==> src/rtl/branch_predictor.sv <==
// Fetch-side direction predictor: a table of 2-bit saturating counters plus an
// in-order FIFO of outstanding predictions that is retired and trained on resolve.
module branch_predictor #(
  parameter int XLEN     = 32,
  parameter int IDX_BITS = 6,
  parameter int DEPTH    = 4,
  parameter int CNT_W    = 32
) (
  input  logic                       clk_i,
  input  logic                       rst_i,
  input  logic                       pred_valid_i,
  input  logic [XLEN-1:0]            pred_pc_i,
  output logic                       pred_ready_o,
  output logic                       pred_take_o,
  input  logic                       res_valid_i,
  input  logic                       res_take_i,
  output logic                       mispredict_o,
  output logic                       underflow_o,
  output logic [$clog2(DEPTH):0]     occupancy_o,
  output logic [CNT_W-1:0]           mispred_cnt_o
);

  localparam int PTR_W   = $clog2(DEPTH);
  localparam int OCC_W   = PTR_W + 1;
  localparam int ENTRIES = 1 << IDX_BITS;

  logic [1:0]          ctr_q       [ENTRIES];
  logic [IDX_BITS-1:0] fifo_idx_q  [DEPTH];
  logic                fifo_pred_q [DEPTH];

  logic [PTR_W-1:0]    wr_ptr_q, rd_ptr_q;
  logic [OCC_W-1:0]    occ_q;
  logic                mispredict_q, underflow_q;
  logic [CNT_W-1:0]    mispred_cnt_q;

  logic [IDX_BITS-1:0] pred_idx;
  logic [IDX_BITS-1:0] head_idx;
  logic                head_pred;
  logic [1:0]          head_ctr;
  logic [1:0]          ctr_next;
  logic                full, empty, push, pop, mispred;
  logic                unused_pc_bits;

  assign pred_idx       = pred_pc_i[IDX_BITS+1:2];
  assign unused_pc_bits = ^{pred_pc_i[XLEN-1:IDX_BITS+2], pred_pc_i[1:0]};

  // The table is read combinationally, so a same-cycle update to the same
  // index is seen only by the next prediction.
  assign pred_take_o  = ctr_q[pred_idx][1];

  assign full         = (occ_q == OCC_W'(DEPTH));
  assign empty        = (occ_q == '0);
  assign pred_ready_o = ~full;
  assign push         = pred_valid_i & ~full;
  assign pop          = res_valid_i & ~empty;

  assign head_idx     = fifo_idx_q[rd_ptr_q];
  assign head_pred    = fifo_pred_q[rd_ptr_q];
  assign head_ctr     = ctr_q[head_idx];
  assign mispred      = pop & (res_take_i != head_pred);

  always_comb begin
    ctr_next = head_ctr;
    if (res_take_i) begin
      if (head_ctr != 2'b11) ctr_next = head_ctr + 2'b01;
    end else begin
      if (head_ctr != 2'b00) ctr_next = head_ctr - 2'b01;
    end
  end

  always_ff @(posedge clk_i or posedge rst_i) begin
    if (rst_i) begin
      for (int i = 0; i < ENTRIES; i++) ctr_q[i] <= 2'b01;
    end else if (pop) begin
      ctr_q[head_idx] <= ctr_next;
    end
  end

  // NOTE: payload storage needs no reset; occ_q alone decides which slots are live.
  always_ff @(posedge clk_i) begin
    if (push) begin
      fifo_idx_q[wr_ptr_q]  <= pred_idx;
      fifo_pred_q[wr_ptr_q] <= pred_take_o;
    end
  end

  // A mispredict squashes every younger entry, including one pushed this cycle.
  always_ff @(posedge clk_i or posedge rst_i) begin
    if (rst_i) begin
      wr_ptr_q <= '0;
      rd_ptr_q <= '0;
      occ_q    <= '0;
    end else if (mispred) begin
      wr_ptr_q <= '0;
      rd_ptr_q <= '0;
      occ_q    <= '0;
    end else begin
      if (push) wr_ptr_q <= wr_ptr_q + PTR_W'(1);
      if (pop)  rd_ptr_q <= rd_ptr_q + PTR_W'(1);
      case ({push, pop})
        2'b10:   occ_q <= occ_q + OCC_W'(1);
        2'b01:   occ_q <= occ_q - OCC_W'(1);
        default: occ_q <= occ_q;
      endcase
    end
  end

  always_ff @(posedge clk_i or posedge rst_i) begin
    if (rst_i) begin
      mispredict_q  <= 1'b0;
      underflow_q   <= 1'b0;
      mispred_cnt_q <= '0;
    end else begin
      mispredict_q <= mispred;
      underflow_q  <= res_valid_i & empty;
      if (mispred && (mispred_cnt_q != '1)) mispred_cnt_q <= mispred_cnt_q + CNT_W'(1);
    end
  end

  assign mispredict_o  = mispredict_q;
  assign underflow_o   = underflow_q;
  assign occupancy_o   = occ_q;
  assign mispred_cnt_o = mispred_cnt_q;

endmodule

==> config.mk <==
export PLATFORM = sky130hd
export DESIGN_NAME = branch_predictor
export DESIGN_NICKNAME = d
export VERILOG_FILES = /design/src/rtl/branch_predictor.sv
export SDC_FILE = /design/constraint.sdc
export NUM_CORES = 1
export LEC_CHECK = 0
export ABC_AREA = 0
export CAP_MARGIN = 20
export CELL_PAD_IN_SITES_DETAIL_PLACEMENT = 0
export CELL_PAD_IN_SITES_GLOBAL_PLACEMENT = 1
export CORE_MARGIN = 2
export CORE_UTILIZATION = 35
export CTS_BUF_LIST = sky130_fd_sc_hd__clkbuf_8
export DETAILED_ROUTE_END_ITERATION = 8
export DONT_BUFFER_PORTS = 1
export GPL_ROUTABILITY_DRIVEN = 0
export PLACE_DENSITY = 0.59
export SLEW_MARGIN = 20
export SYNTH_ARGS = -nofsm -noshare
export SYNTH_HDL_FRONTEND = slang
export SYNTH_SLANG_ARGS = --single-unit
==> constraint.sdc <==
create_clock -name clk_i -period 6.9 [get_ports clk_i]
set_clock_uncertainty 0.1 [all_clocks]
set_input_delay 1.035 -clock clk_i [delete_from_list [all_inputs] [get_ports clk_i]]
set_output_delay 1.035 -clock clk_i [all_outputs]
set_load 0.02 [all_outputs]
==> summary.txt, run 1 <==
Synthesis
  – Most common cell in the netlist: nand2_1
  – Synth cell types: 57
  – Synth top area cells: dfrtp_1, dfstp_2, edfxtp_1
  – Post-synthesis cell area: 9850 um2
  – Area leader, netlist: dfrtp_1
  – Ys flop type: dfrtp_1
  – Sequential cell area fraction in the yosys report: 0.523
  – Post-synthesis async set-or-reset flop share: 0.858
  – Post-synthesis sequential element count: 197
  – Syn avg cell area: 11.1 um2
  – Post-synth EDFFs: 28
  – Synth warn: 0
  – Mapped Cells: 889
  – Top cells by count, synth: nand2_1, dfrtp_1, mux2i_1
  – Synth Net Count: 932
  – Top-area cell type share of the netlist area: 0.267

Worst setup path
  – Worst path required time: 7.20 ns
  – CP endpoint kind: register
  – Worst r2r src: rd_ptr_q[1]
  – CP Buf/Inv Count: 2
  – Crit-path max FO: 45
  – Setup CP Type: register to register
  – R2R setup slack: 1.86 ns
  – Critical-path top delay cell: mux4_4
  – Critical Path Source Type: register
  – WP data arrival: approximately 5.3 ns
  – CP max stage delay: ~0.9 ns
  – Top cell family by delay on the critical path: simple AND/OR/NAND/NOR gates
  – Worst Setup SP: rd_ptr_q[1]
  – CP cell instances: mux4_4 > buf_4 > mux2i_1 > a22oi_1 > a21boi_1 > or4_1 > or4_1 > maj3_4 > buf_4 > o21ai_1

Detailed routing
  – Met2 wire length: 11700 um
  – Routed WL: roughly 25000 um
  – First DRT Iteration DRCs: 447
  – Routed vias: 6488
  – Metal3 WL: 893 um
  – DR vias/cell: between 5 and 6
  – Remaining routing DRC violations: 0
  – DRT antenna net count: 0
  – Wire per inst: 19.8 um
  – Routed met1 length: approximately 12000 um
  – Detailed Routing Iterations Pass 1: 5
  – Highest Signal Layer: met4

CTS
  – H-tree Lvls: 4
  – CTS tree: built
  – Clock slew at reported path FFs: 0.11 ns
  – Hold buffers post-CTS: 0
  – Clock sinks: 197
  – Max clock buf depth: 2
  – Clk_lat worst skew: between 0.4 and 0.5 ns
  – Cts bufs inserted: 17
  – Cts repair resizes: 0
  – Number of setup buffers added after CTS: 0
  – Root buffer cell: clkbuf_8

Timing
  – Worst-margin pin slew: 1.05 ns
  – Slew Limit Fails: 0
  – Final worst-path cycle share: 0.731
  – Tmin final: 5.04 ns
  – Final setup vio count: 0
  – Final Hold Vio Count: 0
  – Relative slew slack: 0.295
  – Setup WS post-layout: about 1.9 ns
  – Setup TNS: 0 ns
  – Unrepaired setup endpoints after global routing: false
  – Fmax: 0.198 GHz

Finish
  – Ratio of cells with drive above 1 in the final layout: 0.242
  – Synthesis-to-finish area growth: 8.03%
  – Final net count: a little over 900
  – # fillers: 2741
  – Antenna fix cells: 0

Global routing
  – Largest net degree at the start of global routing: 77
  – Overflow after GRT: 0
  – Number of global-route vias before repair: 6432
  – Initial antenna violation count: 0
  – First-pass GRT wire length: 39800 um
  – GRT Util Overall: 0.181

Die
  – Row count: 61
  – Boundary Pins: 76
  – Core area: 27700 um2
  – Die height: 172 um
  – Initial Utilization: 0.355
  – Width of the die: 172 um
  – Die Area: 29500 um2

Placed design
  – Port bufs: 0
  – Pre-CTS setup slack: 1.80 ns
  – DPL Wire Length: 16200 um

Pwr
  – Power Density: 415 nW/um2
  – Switch share: 0.447
  – Switching power: about 2 mW
  – Internal Power: 2.44 mW
  – Seq pwr share: 0.396
  – Comb power frac: 0.429
  – Max IR drop VDD: between 0.3 and 0.4 mV
  – Clk pwr share: 0.174
  – Leak pwr: around 4.2 nW

Flow run
  – Max Cap Viol: 0

Min path
  – Worst Hold Class: register to register
  – Worst hold start: ctr_q[32]

Status
  – Status: complete, no violations
## metrics by stage
stage / hold WS (ns) / utilization / cell area (um2) / instances / total power [mW]
floorplan: 0.348 / - / 9850 / 889 / 3.19
global placement: 0.358 / 0.369 / 10200 / 1240 / 3.70
detailed placement: 0.364 / 0.369 / 10200 / 1240 / 3.71
CTS: 0.381 / 0.384 / 10600 / 1272 / 4.49
global route: 0.397 / 0.384 / 10600 / 1272 / 4.73
finish: 0.376 / 0.384 / 10600 / 1272 / 4.42
## routing by layer
metal	GRT usage	up-vias
met5	0	-
met4	0.0346	0
met3	0.0370	11
met2	0.279	92
met1	0.266	3226
li1	-	3159
## worst paths after layout
path	to	cells after the start
setup / recovery	ctr_q[59]	10
hold / removal	ctr_q[32]	2
setup reg to reg	ctr_q[59]	10
hold reg to reg	ctr_q[32]	2
max in group asynchronous	rd_ptr_q[1]	2
min in group asynchronous	ctr_q[99]	1
## state kept, by name (all words and copies together), names as in the netlist
| signal | count |
|---|---|
| ctr_q | 128 |
| fifo_idx_q | 24 |
| fifo_pred_q | 4 |
| mispred_cnt_o | 32 |
| mispredict_o | 1 |
| occupancy_o | 3 |
| rd_ptr_q | 2 |
| underflow_o | 1 |
| wr_ptr_q | 2 |
## cells in the final DEF, fill, tap and decap left out, types with 3 or more instances in the layout
cell type / count
nor4_1: 4
buf_4: 17
mux4_2: 27
o211ai_1: 4
nand3_1: 18
dfstp_2: 64
nor3_1: 4
o22ai_1: 7
clkbuf_8: 17
edfxtp_1: 28
nand2b_1: 6
nand2_1: 212
nand4_1: 6
mux2_2: 11
and2_1: 4
ha_1: 5
a22oi_1: 3
nor2_1: 27
inv_8: 5
mux2i_1: 76
a31oi_1: 8
nor2b_1: 3
o21ai_0: 61
inv_6: 3
a21oi_1: 9
inv_1: 6
o21ai_2: 53
clkinv_4: 3
xnor2_1: 28
dfrtp_1: 105
and3_1: 9
o21ai_1: 7
xor2_1: 9
and4_1: 4
## worst register-to-register path: cells and delay by family (launching register included)
kind / cells / cell delay [ns]
buffers and inverters: 2 / 0.90
adders and majority gates: 1 / 0.65
AOI/OAI and AO/OA: 3 / 0.46
muxes: 2 / 1.06
and+or+nand+nor: 2 / 1.15
DFF: 1 / 0.65
## final cells by class
class | count | area (um2) | share of cell area
sequential | 197 | 5150 | 0.484
multi-input combinational | 641 | 4460 | 0.419
tap | 378 | 473 | 0.0445
clock buffer | 17 | 234 | 0.0220
clock inverter | 15 | 164 | 0.0154
timing repair buffer | 17 | 128 | 0.0120
inverter | 7 | 31.3 | 0.00294
## power by group through the flow
stage	clock network, mW	registers [mW]	logic [mW]
after floorplan	0	1.71	1.48
after global placement	0	1.77	1.93
after detailed placement	0	1.78	1.94
after CTS	0.795	1.76	1.94
after global routing	0.841	1.79	2.09
final	0.770	1.75	1.90
## logic make-up (layout without fill, tap and decap cells)
kind of cell | after synthesis | count (layout) | synth area share
xor+xnor | 37 | 37 | 0.0329
simple gates | 315 | 315 | 0.139
mux | 115 | 115 | 0.154
buf+inv | 51 | 56 | 0.0268
flops | 197 | 197 | 0.523
fa+ha+maj | 8 | 8 | 0.0105
compound gates | 166 | 166 | 0.114
No activity file was read; power rests on OpenSTA's default activity.
==> run 2, diff against run 1 <==
==> constraint.sdc (replaced) <==
create_clock -name clk_i -period 5.25 [get_ports clk_i]
set_clock_uncertainty 0.1 [all_clocks]
set_input_delay 0.7875 -clock clk_i [delete_from_list [all_inputs] [get_ports clk_i]]
set_output_delay 0.7875 -clock clk_i [all_outputs]
set_load 0.02 [all_outputs]
==> run 2 against run 1 <==
Compared with the run above:
- total power is 34% higher
- clock-buffer cell count up 1
- setup slack worse by 1.1 ns
- final area grew 0.83%
- utilization increased by 0.32 points
- clock power is 28% higher
- die area did not move
- first-iteration DRC count decreased by 13%
- non-clock buffer count is 7 higher
- cell count rose by 0.55%
- largest power group unchanged
==> summary.txt, run 2 (same netlist as run 1, synthesis figures left out) <==
CTS
  – Cts repair resizes: 0 (unchanged)
  – Cts bufs inserted: 17 (unchanged)
  – CTS tree: built
  – Max clock buf depth: 2 (unchanged)
  – Number of setup buffers added after CTS: 0 (unchanged)
  – Root buffer cell: clkbuf_8
  – Clk_lat worst skew: 0.47 ns (-0.02 ns)
  – H-tree Lvls: 4 (unchanged)
  – Hold buffers post-CTS: 0 (unchanged)
  – Clock sinks: 197 (unchanged)
  – Clock slew at reported path FFs: 0.10 ns (about the same)

Pwr
  – Clk pwr share: 0.168 (-0.006)
  – Comb power frac: 0.443 (+0.014)
  – Switching power: 2.56 mW (+30%)
  – Leak pwr: 4.30 nW (+1.3%)
  – Power Density: 550 nW/um2 (+32%)
  – Max IR drop VDD: 0.364 mV (-2.8%)
  – Pwr Total: 5.90 mW (+34%)
  – Switch share: 0.434 (-0.0136)
  – Internal Power: 3.34 mW (+37%)
  – Seq pwr share: 0.389 (-0.007)

Detailed routing
  – Routed WL: 25200 um (+0.18%)
  – Detailed Routing Iterations Pass 1: 4 (-1)
  – DRT antenna net count: 0 (unchanged)
  – Remaining routing DRC violations: 0 (unchanged)
  – Routed vias: 6535 (+0.72%)
  – First DRT Iteration DRCs: 388 (-13%)
  – DR vias/cell: 5.11 (+0.17%)
  – Wire per inst: 19.7 um (-0.37%)

Worst setup path
  – CP Capture Point: ctr_q[119]
  – Worst r2r src: rd_ptr_q[0]
  – Crit-path max FO: 26 (-42%)
  – WP data arrival: 4.79 ns (-0.55 ns)
  – R2R setup slack: 0.74 ns (-1.11 ns)
  – Crit Reg-Reg Endpoint: ctr_q[119]
  – Critical Path Source Type: register
  – Worst path required time: 5.53 ns (-1.67 ns)
  – Worst Setup SP: rd_ptr_q[0]
  – FF-to-FF path depth: 10 (unchanged)
  – Setup CP Type: register to register
  – CP endpoint kind: register

Finish
  – Finished Layout Cells: 1279 (+0.55%)
  – Commonest non-fill, non-tap cells in the layout: nand2_1, dfrtp_1, mux2i_1, dfstp_2, o21ai_0
  – Commonest non-fill, non-tap cell in the layout: nand2_1
  – Ratio of cells with drive above 1 in the final layout: 0.242 (+0.000343)
  – Antenna fix cells: 0 (unchanged)
  – Layout Cell Area excl Fill: 10700 um2 (+0.83%)
  – # fillers: 2737 (-0.15%)
  – Max reg flops: 128 (unchanged)
  – Final net count: 931 (+0.76%)
  – Most flops, register: ctr_q
  – Synthesis-to-finish area growth: 8.93%

Placed design
  – Pre-CTS setup slack: 0.701 ns (-1.10 ns)
  – DPL Wire Length: 16700 um (+3.1%)
  – Port bufs: 0 (unchanged)
  – Dpl cells: 1247 (+0.56%)
  – Post-Place Cell Area: 10300 um2 (+1.0%)

Timing
  – Setup WS post-layout: 0.742 ns (-1.11 ns)
  – Slew Limit Fails: 0 (unchanged)
  – Worst-margin pin slew: 1.04 ns (-0.0107 ns)
  – Relative slew slack: 0.306 (+0.0109)
  – Tmin final: 4.51 ns (-0.537 ns)
  – Fmax: 0.222 GHz (+12%)
  – Setup TNS: 0 ns (unchanged)
  – Final worst-path cycle share: 0.859 (+0.128)
  – Final setup vio count: 0 (unchanged)
  – Final Hold Vio Count: 0 (unchanged)
  – Unrepaired setup endpoints after global routing: false

Flow run
  – Max Cap Viol: 0 (unchanged)

Die
  – Boundary Pins: 76 (unchanged)
  – Die Area: 29500 um2 (unchanged)
  – Width of the die: 172 um (unchanged)
  – Row count: 61 (unchanged)
  – Initial Utilization: 0.355 (unchanged)
  – Die height: 172 um (unchanged)
  – Core area: 27700 um2 (unchanged)

Global routing
  – First-pass GRT wire length: 39700 um (-0.28%)
  – GRT Util Overall: 0.180 (-0.00127)
  – Overflow after GRT: 0 (unchanged)
  – Largest net degree at the start of global routing: 170 (+120%)
  – Number of global-route vias before repair: 6403 (-0.45%)
  – Initial antenna violation count: 0 (unchanged)

Min path
  – Worst Hold Class: input port to asynchronous set/reset pin

Status
  – Status: complete, no violations
run 2: cell types whose count changed in the layout (fill, tap and decap cells not counted), moves of 2 or more:
cell,delta
buf_4,+2
inv_8,-5
buf_12,+4
clkinvlp_4,+2
clkinv_4,-2
inv_1,+4
run 2: stage by stage:
stage,utilization,hold WS (ns)
4_1_cts,0.387,0.283
6_report,0.387,0.283
5_1_grt,0.387,0.278
2_1_floorplan,-,0.348
3_5_place_dp,0.373,0.361
3_3_place_gp,0.373,0.356
run 2: worst max-delay path, stage by stage (launching register included):
cell	delay (ns)
dfrtp_1	0.52
mux4_4	0.92
buf_4	0.30
mux2i_1	0.16
a22oi_1	0.24
a31oi_1	0.10
or4_1	0.48
or4_1	0.56
maj3_4	0.55
buf_4	0.31
o21ai_0	0.17
run 2: worst min-delay path by stage:
stage,from,to,slack [ns],cells past startpoint
after floorplan,ctr_q[20],ctr_q[20],0.35,2
after global placement,ctr_q[32],ctr_q[32],0.36,2
after detailed placement,ctr_q[32],ctr_q[32],0.36,2
after CTS,pred_pc_i[7],fifo_idx_q[3][5],0.28,0
after global routing,pred_pc_i[6],fifo_idx_q[1][4],0.28,0
final,rst_i,ctr_q[99],0.28,2
run 2: layout make-up:
| cell class | instances | area (um2) | area share |
|---|---|---|---|
| sequential | 197 | 5150 | 0.480 |
| clock inverter | 14 | 136 | 0.0127 |
| inverter | 7 | 30.0 | 0.00280 |
| timing repair buffer | 24 | 234 | 0.0218 |
| clock buffer | 18 | 248 | 0.0231 |
| multi-input combinational | 641 | 4450 | 0.415 |
| tap | 378 | 473 | 0.0441 |
run 2: per-layer routing:
layer	share of wire	routed length, um	global-route usage	vias up
met1	0.48	12100	0.252	3261
met2	0.47	11900	0.288	100
met4	0.016	411	0.0516	0
met5	0	0	0	-
met3	0.030	760	0.0292	19
li1	-	-	-	3155
run 2: power by group through the flow:
stage | clock network (mW) | registers, mW | logic, mW
detailed placement | 0 | 2.33 | 2.66
finish | 0.989 | 2.30 | 2.62
global route | 1.08 | 2.35 | 2.86
global placement | 0 | 2.32 | 2.64
CTS | 1.03 | 2.30 | 2.67
floorplan | 0 | 2.25 | 1.95
==> run 3, diff against run 2 <==
--- a/config.mk
+++ b/config.mk
@@ -5,7 +5,7 @@
 export SDC_FILE = /design/constraint.sdc
 export NUM_CORES = 1
 export LEC_CHECK = 0
-export ABC_AREA = 0
+export ABC_AREA = 1
 export CAP_MARGIN = 20
 export CELL_PAD_IN_SITES_DETAIL_PLACEMENT = 0
 export CELL_PAD_IN_SITES_GLOBAL_PLACEMENT = 1
@@ -15,8 +15,9 @@
 export DETAILED_ROUTE_END_ITERATION = 8
 export DONT_BUFFER_PORTS = 1
 export GPL_ROUTABILITY_DRIVEN = 0
-export PLACE_DENSITY = 0.59
+export PLACE_DENSITY_LB_ADDON = 0.05
 export SLEW_MARGIN = 20
 export SYNTH_ARGS = -nofsm -noshare
 export SYNTH_HDL_FRONTEND = slang
 export SYNTH_SLANG_ARGS = --single-unit
+export TNS_END_PERCENT = 20
==> run 3 against run 2 <==
Compared with the run above:
- combinational power is 62% higher
- final area rose by 9.4%
- first-iteration DRC count up 70%
- critical endpoint is now ctr_q[101]
==> summary.txt, run 3 <==
Status
  – Status: complete, no violations

Placed design
  – DPL Wire Length: 21500 um (+29%)
  – Port bufs: 0 (unchanged)
  – Dpl cells: 1830 (+47%)

Pwr
  – Seq pwr share: 0.315 (-0.074)
  – Power Density: 673 nW/um2 (+22%)
  – Comb power frac: 0.536 (+0.093)
  – Leak pwr: 5.32 nW (+24%)
  – Switching power: 4.18 mW (+63%)
  – Max IR drop VDD: 1.06 mV (+190%)
  – Clk pwr share: 0.149 (-0.019)
  – Internal Power: 3.72 mW (+11%)
  – Switch share: 0.529 (+0.0953)

Timing
  – Final setup vio count: 0 (unchanged)
  – Slew Limit Fails: 0 (unchanged)
  – Fmax: 0.253 GHz (+14%)
  – Tmin final: 3.95 ns (-0.561 ns)
  – Relative slew slack: 0.381 (+0.0743)
  – Unrepaired setup endpoints after global routing: false
  – Final Hold Vio Count: 0 (unchanged)
  – Final worst-path cycle share: 0.752 (-0.107)
  – Setup TNS: 0 ns (unchanged)
  – Worst-margin pin slew: 0.928 ns (-0.113 ns)

Finish
  – Antenna fix cells: 0 (unchanged)
  – Commonest non-fill, non-tap cell in the layout: nand2_1
  – Ratio of cells with drive above 1 in the final layout: 0.0877 (-0.154)
  – Synthesis-to-finish area growth: 6.35%
  – Finished Layout Cells: 1862 (+46%)
  – Max reg flops: 128 (unchanged)
  – Commonest non-fill, non-tap cells in the layout: nand2_1, nand3_1, inv_1, nor2_1, dfrtp_1
  – Final net count: 1490 (+60%)
  – Most flops, register: ctr_q

Min path
  – Worst Hold Class: input port to asynchronous set/reset pin

Worst setup path
  – CP endpoint kind: register
  – Crit Reg-Reg Endpoint: ctr_q[101]
  – WP data arrival: 4.27 ns (-0.52 ns)
  – CP cell instances: inv_2 > nand2_1 > nand3_2 > buf_4 > nand3_1 > nand3_1 > nand3_1 > nand3_1 > nand2_1 > inv_1 > nand2_1 > nor2_2 > nand2_2 > nand2_4 > nand2_1 > nand2_1
  – FF-to-FF path depth: 16 (+6)
  – R2R setup slack: 1.30 ns (+0.56 ns)
  – Setup CP Type: register to register
  – Worst path required time: 5.58 ns (+0.05 ns)
  – Worst r2r src: rd_ptr_q[0]
  – Most used cell, CP: nand2_1
  – Critical-path top delay cell: nand2_4
  – CP max stage delay: 0.67 ns (-0.25 ns)
  – Top cell family by delay on the critical path: simple AND/OR/NAND/NOR gates
  – CP Buf/Inv Count: 3 (+1)
  – Crit-path max FO: 64 (+150%)
  – Critical Path Source Type: register

Synthesis
  – Ys flop type: dfrtp_1
  – Most common cell in the netlist: nand2_1
  – Sequential cell area fraction in the yosys report: 0.467 (-0.0565)
  – Syn avg cell area: 7.48 um2 (-32%)
  – Mapped Cells: 1476 (+66%)
  – Post-synthesis cell area: 11000 um2 (+12%)
  – Post-synthesis async set-or-reset flop share: 0.858 (unchanged)
  – Post-synthesis sequential element count: 197 (unchanged)
  – Synth Net Count: 1519 (+63%)
  – Area leader, netlist: dfrtp_1
  – Top-area cell type share of the netlist area: 0.238 (-0.0288)
  – Synth warn: 0 (unchanged)
  – Synth cell types: 39 (-32%)
  – Synth top area cells: dfrtp_1, nand2_1, dfstp_2
  – Top cells by count, synth: nand2_1, nand3_1, inv_1
  – Post-synth EDFFs: 28 (unchanged)

CTS
  – Cts repair resizes: 0 (unchanged)
  – Number of setup buffers added after CTS: 0 (unchanged)
  – Root buffer cell: clkbuf_8
  – Max clock buf depth: 2 (unchanged)
  – H-tree Lvls: 4 (unchanged)
  – Cts bufs inserted: 17 (unchanged)
  – Clock slew at reported path FFs: 0.11 ns (about the same)
  – Clk_lat worst skew: 0.49 ns (+0.02 ns)
  – Hold buffers post-CTS: 0 (unchanged)
  – Clock sinks: 197 (unchanged)
  – CTS tree: built

Global routing
  – GRT Util Overall: 0.225 (+0.0449)
  – Overflow after GRT: 0 (unchanged)
  – Number of global-route vias before repair: 9127 (+43%)
  – First-pass GRT wire length: 55900 um (+41%)
  – Largest net degree at the start of global routing: 111 (-35%)
  – Initial antenna violation count: 0 (unchanged)

Die
  – Die height: 182 um (+5.7%)
  – Boundary Pins: 76 (unchanged)
  – Row count: 65 (+6.6%)
  – Core area: 31300 um2 (+13%)
  – Initial Utilization: 0.352 (-0.00288)
  – Width of the die: 182 um (+5.7%)
  – Die Area: 33000 um2 (+12%)

Detailed routing
  – Metal3 WL: 1260 um (+65%)
  – Highest Signal Layer: met4
  – Detailed Routing Iterations Pass 1: 4 (unchanged)
  – First DRT Iteration DRCs: 659 (+70%)
  – DRT antenna net count: 0 (unchanged)
  – Routed WL: 35700 um (+42%)
  – Remaining routing DRC violations: 0 (unchanged)
  – Met2 wire length: 16000 um (+35%)
  – Wire per inst: 19.2 um (-2.6%)
  – Routed met1 length: 18000 um (+49%)
  – Routed vias: 9358 (+43%)
  – DR vias/cell: 5.03 (-1.6%)

Flow run
  – Max Cap Viol: 0 (unchanged)
## run 3: cell families (layout without fill, tap and decap cells)
kind of cell               Yosys count  after routing  synth area share
buffers and inverters              243            227            0.0991
DFF                                197            197             0.467
AOI/OAI and AO/OA                   81             81            0.0434
xor gates and xnor gates            28             28            0.0222
and+or+nand+nor                    921            921             0.361
adders and majority gates            6              6           0.00748
## run 3: power groups by stage
| stage | combinational (mW) | sequential (mW) | clock [mW] |
|---|---|---|---|
| 2_1_floorplan | 3.21 | 2.40 | 0 |
| 3_3_place_gp | 4.28 | 2.52 | 0 |
| 3_5_place_dp | 4.27 | 2.52 | 0 |
| 4_1_cts | 4.28 | 2.49 | 1.22 |
| 5_1_grt | 4.68 | 2.56 | 1.27 |
| 6_report | 4.24 | 2.49 | 1.17 |
## run 3: per-layer routing
metal  GRT usage  up-vias
met5           0        -
met4      0.0524        0
met1       0.324     4549
li1            -     4635
met2       0.355      152
met3      0.0369       22
## run 3: area by class of cell
cell class / count / area [um2]
well taps: 402 / 503
inverters: 182 / 687
flip-flops and latches: 197 / 5150
repair buffers: 13 / 135
multi-input cells: 1036 / 4800
clock inverters: 13 / 203
clock buffers: 19 / 262
fillers: 3292 / 19600
## run 3: per-stage QoR
stage | total power, mW | util | hold slack, ns | cell area, um2 | worst slack, ns
global placement | 6.80 | 0.360 | 0.354 | 11300 | 1.27
global route | 8.51 | 0.375 | 0.235 | 11700 | 0.923
floorplan | 5.61 | - | 0.347 | 11000 | 2.26
finish | 7.90 | 0.375 | 0.190 | 11700 | 1.30
CTS | 7.99 | 0.375 | 0.242 | 11700 | 1.28
detailed placement | 6.79 | 0.360 | 0.356 | 11300 | 1.31
## run 3: how the worst max path moves through the flow
stage                            from         end  cells after the start
after detailed placement  rd_ptr_q[0]  ctr_q[127]                     16
after global placement    rd_ptr_q[0]  ctr_q[123]                     16
final                     rd_ptr_q[0]  ctr_q[101]                     16
after global routing      rd_ptr_q[0]   ctr_q[53]                     16
after CTS                 rd_ptr_q[0]   ctr_q[61]                     16
after floorplan                 rst_i  ctr_q[101]                      1
